### config.mk
export PLATFORM = sky130hd
export DESIGN_NAME = ccff_mux
export DESIGN_NICKNAME = d
export VERILOG_FILES = /design/src/rtl/ccff_mux.sv
export SDC_FILE = /design/constraint.sdc
export NUM_CORES = 1
export LEC_CHECK = 0
export ABC_AREA = 1
export BUFFER_PORTS_ARGS = -buffer_cell sky130_fd_sc_hd__buf_4
export CORE_MARGIN = 1.5
export CORE_UTILIZATION = 48
export DETAILED_ROUTE_END_ITERATION = 7
export PLACE_DENSITY = 0.78
export SLEW_MARGIN = 0
export SYNTH_ARGS = -nofsm -noshare
export SYNTH_HDL_FRONTEND = slang
export SYNTH_SLANG_ARGS = --single-unit
### constraint.sdc
create_clock -name prog_clk -period 1.4 [get_ports prog_clk]
set_input_delay 0.21 -clock prog_clk [delete_from_list [all_inputs] [get_ports prog_clk]]
set_output_delay 0.21 -clock prog_clk [all_outputs]
set_load 0.02 [all_outputs]
### src/rtl/ccff_mux.sv
// N-input routing mux fed by a configuration-chain segment. The shifted-in select
// is checked for length, parity and range before it replaces the committed select.
module ccff_mux #(
   parameter int N_IN         = 8,
   parameter int CHAIN_PARITY = 1,
   localparam int CFG_W       = $clog2(N_IN)
) (
   input  logic             prog_clk,
   input  logic             pReset_n,
   input  logic             ccff_en,
   input  logic             ccff_head,
   output logic             ccff_tail,
   input  logic [N_IN-1:0]  in,
   output logic             out,
   output logic [CFG_W-1:0] mem_out,
   output logic [CFG_W-1:0] mem_outb,
   output logic             cfg_valid,
   output logic             cfg_err,
   output logic             dbg_state
);

   localparam int L     = CFG_W + CHAIN_PARITY;
   localparam int CNT_W = $clog2(L + 1);
   localparam int PAD_W = 2 ** CFG_W;

   typedef enum logic {IDLE = 1'b0, SHIFT = 1'b1} state_t;

   state_t           state;
   logic [L-1:0]     chain;
   logic [CNT_W-1:0] cnt;

   logic [L:0]       chain_ext;
   logic [L-1:0]     chain_nxt;
   logic [CFG_W-1:0] cand;
   logic             par_ok;
   logic             len_ok;
   logic             rng_ok;
   logic             accept;
   logic [PAD_W-1:0] in_pad;

   // The first bit shifted ends up in chain[L-1]; the last one in chain[0].
   always_comb begin
      chain_ext = {chain, ccff_head};
      chain_nxt = chain_ext[L-1:0];
   end

   always_comb begin
      cand   = chain[CFG_W-1:0];
      par_ok = (CHAIN_PARITY == 0) || (^chain == 1'b0);
      len_ok = (cnt == CNT_W'(L));
      rng_ok = (32'(cand) < N_IN);
      accept = par_ok && len_ok && rng_ok;
   end

   always_ff @(posedge prog_clk or negedge pReset_n) begin
      if (!pReset_n) begin
         state     <= IDLE;
         chain     <= '0;
         cnt       <= '0;
         mem_out   <= '0;
         cfg_valid <= 1'b0;
         cfg_err   <= 1'b0;
      end else begin
         case (state)
            IDLE: begin
               if (ccff_en) begin
                  chain <= chain_nxt;
                  cnt   <= CNT_W'(1);
                  state <= SHIFT;
               end
            end
            SHIFT: begin
               if (ccff_en) begin
                  chain <= chain_nxt;
                  // Saturate so overlong bursts still count as full-length.
                  if (cnt != CNT_W'(L)) cnt <= cnt + CNT_W'(1);
               end else begin
                  state <= IDLE;
                  cnt   <= '0;
                  if (accept) begin
                     mem_out   <= cand;
                     cfg_valid <= 1'b1;
                     cfg_err   <= 1'b0;
                  end else begin
                     cfg_err <= 1'b1;
                  end
               end
            end
            default: state <= IDLE;
         endcase
      end
   end

   // Padding lets mem_out index a power-of-two vector for any N_IN.
   assign in_pad    = PAD_W'(in);
   assign out       = cfg_valid & in_pad[mem_out];
   assign mem_outb  = ~mem_out;
   assign ccff_tail = chain[L-1];
   assign dbg_state = state;

endmodule

; ---- Word level (Yosys, flattened, before mapping)
; Cells that the tools add are included.
[classes]
mux = 9
add_sub_neg = 1
order_cmp = 1
n_bitwise = 5
reduce_logical = 5
n_eq_ne = 4
[op_table]
columns = op, n
row1 = $mux W3, 3
row2 = $pmux W3 S2, 1
row3 = $lt A3 B4 Y1 const B, 1
row4 = $mux W4, 1
row5 = $reduce_and A2 Y1, 2
row6 = $reduce_xor A4 Y1, 1
row7 = $add A3 B1 Y3 const B, 1
row8 = $bmux W1 S3, 1
row9 = $eq A3 B3 Y1 const B, 1
row10 = $mux W1, 3
row11 = $ne A3 B2 Y1 const B, 1
row12 = $ne A3 B3 Y1 const B, 1
row13 = $not A1 Y1, 3
row14 = $not A3 Y3, 1
row15 = $reduce_and A3 Y1, 1
row16 = $ne A2 B2 Y1 const B, 1
row17 = $and A1 B1 Y1, 1
row18 = $logic_and A1 B1 Y1, 1
[totals]
reg_bits = 13

; ---- Logic depth before layout (Yosys ltp)
[logic_depth]
word_depth = 4
depth_mapped = 7
ltp_nobuf = 7

; ---- Worst setup path after synthesis
; OpenSTA, ideal clock, no wires.
[synth_path]
path_type = register -> output
from = register mem_out[0]
to = output out
arrival_ns = 1.224
path_stages_with_launch = 7
path_buffers = 0
slack_ns = -0.034
path_cell_list = dfrtp_1 -> inv_2 -> nand2_1 -> nand3_1 -> nand3_1 -> nand2_1 -> nor2_1
[synth_between]
elab_chain_len = 3
[synth_lines]
columns = item, line
row1 = "start, declared", 15  ; output logic [CFG_W-1:0] mem_out,
row2 = "start signal, assigned", 81  ; mem_out <= cand;
row3 = $bmux W1 S3, 96  ; assign out = cfg_valid & in_pad[mem_out];
row4 = $mux W1 (implied by the code), 96
row5 = $and A1 B1 Y1, 96
row6 = "end, declared", 14  ; output logic out,
; Every way passes these cells. The select of a mux whose other input is x is not followed.

; ---- Worst setup path in the final report
; Ends and elaborated chain as after synthesis.

==> reports/metrics.cfg <==
[run_status]
status = finished, violations left
violations = negative setup slack

[min_path]
whs_path_depth = 1
min_path_type = input pin to flip-flop

[detailed_routing]
via_per_inst = 5.136
met1Wirelength_um = 590
drc = 0
route.met2.wl_um = 916
wl_per_cell_um = 11.22
ant_nets = 0
firstDrtPassIters = 4
wl_um = 1650
top_layer_used = met4
vias = 755
met3_length_um = 109
drt_iter0_drc = 18

[grt]
grt_max_degree = 14
track_usage_pct = 22.63
antenna_found_initial = 0
grt_pass1_wl_um = 3008
grt_pass1_vias = 754
grt_remaining_overflow = 0

[sta]
worstMarginPinSlew_ns = 0.2061
slew_headroom_pct = 86.26
hold_viol = 0
finalWorstSetupSlack_ns = -0.09909
skew_ns = 0.002310
fmax_mhz = 667.1
period_share_pct = 107.1
slew_viol_final = 0
setup_viol = 1
period_needed_ns = 1.499
rsz0062_at_grt = true

[pwr]
finalPower_mw = 1.036
p_leak_nw = 0.5546
peakVddDrop_v = 0.0007321
power.density_mw_per_mm2 = 1050

[synth]
netlist_area_um2 = 748.2
synth-seq-area-share_pct = 43.48
synth-async-reset-ratio_pct = 100.0
syn-num-nets = 118
synth_ff_type = dfrtp_1
yosys.area.top_type = dfrtp_1
yosysWarningCount = 0
synth_enable_flop_cells = 0
syn_area_per_cell_um2 = 7.194
synthCells = 104
yosysTopAreaCellShare_pct = 43.48
synth.most_common_cell = nand2_1
synth.area.top_cells = dfrtp_1, nand2_1, inv_1, nand3_1, ha_1
ys_types = 16
ys_seq_elements = 13
synth.top_cells.by_count = nand2_1, inv_1, dfrtp_1

[cells_and_area]
nNetsFinal = 146
post_route_cells_drive_above_1_share_pct = 29.01
nFillCells = 139
fin_util_pct = 66.30
n_antenna_cell = 0
area_growth_pct = 31.94

[critical_path]
worst_ep_required_time_ns = 1.19
crit_type = flip-flop to primary output
r2r_cells = 7
cp-start-kind = flip-flop
path_max_fanout = 8
arrival_ns = 1.29
end_kind = primary output

[die]
ios = 23
start_util_pct = 50.25
die-area_mm2 = 0.001805
fp.coreArea_mm2 = 0.001489
dieWidth_um = 42.48
row_count = 14
dieHeight_um = 42.48

[placed_design]
gp_congestion = 0.7032
port_buffers = 22
dp.final_hpwl_um = 1298

[clock_tree]
clkLatencyLatePin_ns = 0.28
numCtsBuffers = 3
cts_tree = yes
h-tree-depth = 1
clk_pin_slew_ns = 0.08
cts_buffer_depth = 2
clock_sinks = 13
clock_tree.root_cell = clkbuf_4

[flow_run]
maxCapViolCount = 0

-- sequential cells by signal, indices dropped and copies added (netlist names) --
register / count
mem_out: 3
chain: 4
dbg_state: 1
cfg_err: 1
cnt: 3
cfg_valid: 1
-- final timing paths --
kind / to / slack, ns / from
worst min-delay path: dbg_state$_DFF_PN0_ / 0.13 / ccff_en
worst max-delay path: out / -0.1 / mem_out[0]$_DFFE_PN0P_
worst min register to register: cfg_valid$_DFFE_PN0P_ / 0.52 / cfg_valid$_DFFE_PN0P_
min in group asynchronous: cnt[2]$_DFFE_PN0P_ / 0.30 / pReset_n
max in group asynchronous: mem_out[0]$_DFFE_PN0P_ / 0.92 / pReset_n
worst max register to register: mem_out[0]$_DFFE_PN0P_ / 0.14 / cnt[0]$_DFFE_PN0P_
-- logic make-up after synthesis --
family | synth area share [%]
AND/OR/NAND/NOR | 36.79
flip-flops | 43.48
buffers and inverters | 9.532
XOR/XNOR | 1.171
AO/OA/AOI/OAI | 5.686
adder cells (fa/ha/maj) | 3.344
-- where the power goes --
part | internal (mW) | switching (mW) | total, mW | leakage [nW]
sequential | 0.414 | 0.0435 | 0.457 | 0.158
clock | 0.111 | 0.123 | 0.233 | 0.0150
combinational | 0.146 | 0.199 | 0.345 | 0.382
total | 0.671 | 0.366 | 1.04 | 0.555
-- per-stage QoR --
stage | hold slack [ns] | cells | setup TNS [ns] | setup slack, ns | instance area, µm²
after CTS | 0.1260 | 147 | -0.1147 | -0.1147 | 987.2
final | 0.1313 | 147 | -0.09909 | -0.09909 | 987.2
after global placement | 0.06172 | 141 | 0 | 0.1462 | 932.1
after global routing | 0.1269 | 147 | -0.2175 | -0.2175 | 987.2
after floorplan | -0.08559 | 104 | 0 | 0.04431 | 750.7
after detailed placement | 0.06089 | 141 | 0 | 0.1336 | 932.1
-- critical path, stage by stage, from the launching register on --
cell	delay (ns)
dfrtp_2	0.46
nor2_1	0.12
nor2_1	0.05
nand2_1	0.06
nand2_1	0.06
nor2_2	0.09
nor2_2	0.04
buf_6	0.12
-- what timing repair did --
action                                  CTS  global route
endpoints found under the hold margin    13             0
pin swaps                                 5             4
endpoints found under the setup margin    1             1
setup buffers                             1             0
gates resized for setup                   4             0
hold buffers                              1             0
-- routing by layer --
metal,up-vias,track usage (%)
met5,-,0
met4,0,13.75
met3,5,4.310
met2,34,42.77
met1,344,22.10
li1,372,-
-- layout by cell type (no fill, tap or decap) --
cell / instances
a21oi_1: 1
a21oi_2: 1
buf_4: 22
buf_6: 1
clkbuf_1: 1
clkbuf_4: 3
dfrtp_1: 12
dfrtp_2: 1
dlygate4sd3_1: 1
ha_1: 2
inv_1: 16
inv_2: 2
nand2_1: 41
nand2_2: 4
nand3_1: 8
nand3_4: 1
nand4_1: 2
nor2_1: 2
nor2_2: 2
nor2_4: 1
o21ai_0: 5
o21bai_1: 1
xor2_1: 1
-- layout make-up --
type,instances,area (µm²),area share [%]
clock buffers,4,26.28,2.662
flip-flops and latches,13,326.6,33.08
inverters,18,67.56,6.844
repair buffers,24,186.4,18.88
well taps,16,20.02,2.028
multi-input cells,72,360.3,36.50
Power figures use the tool's default switching activity.
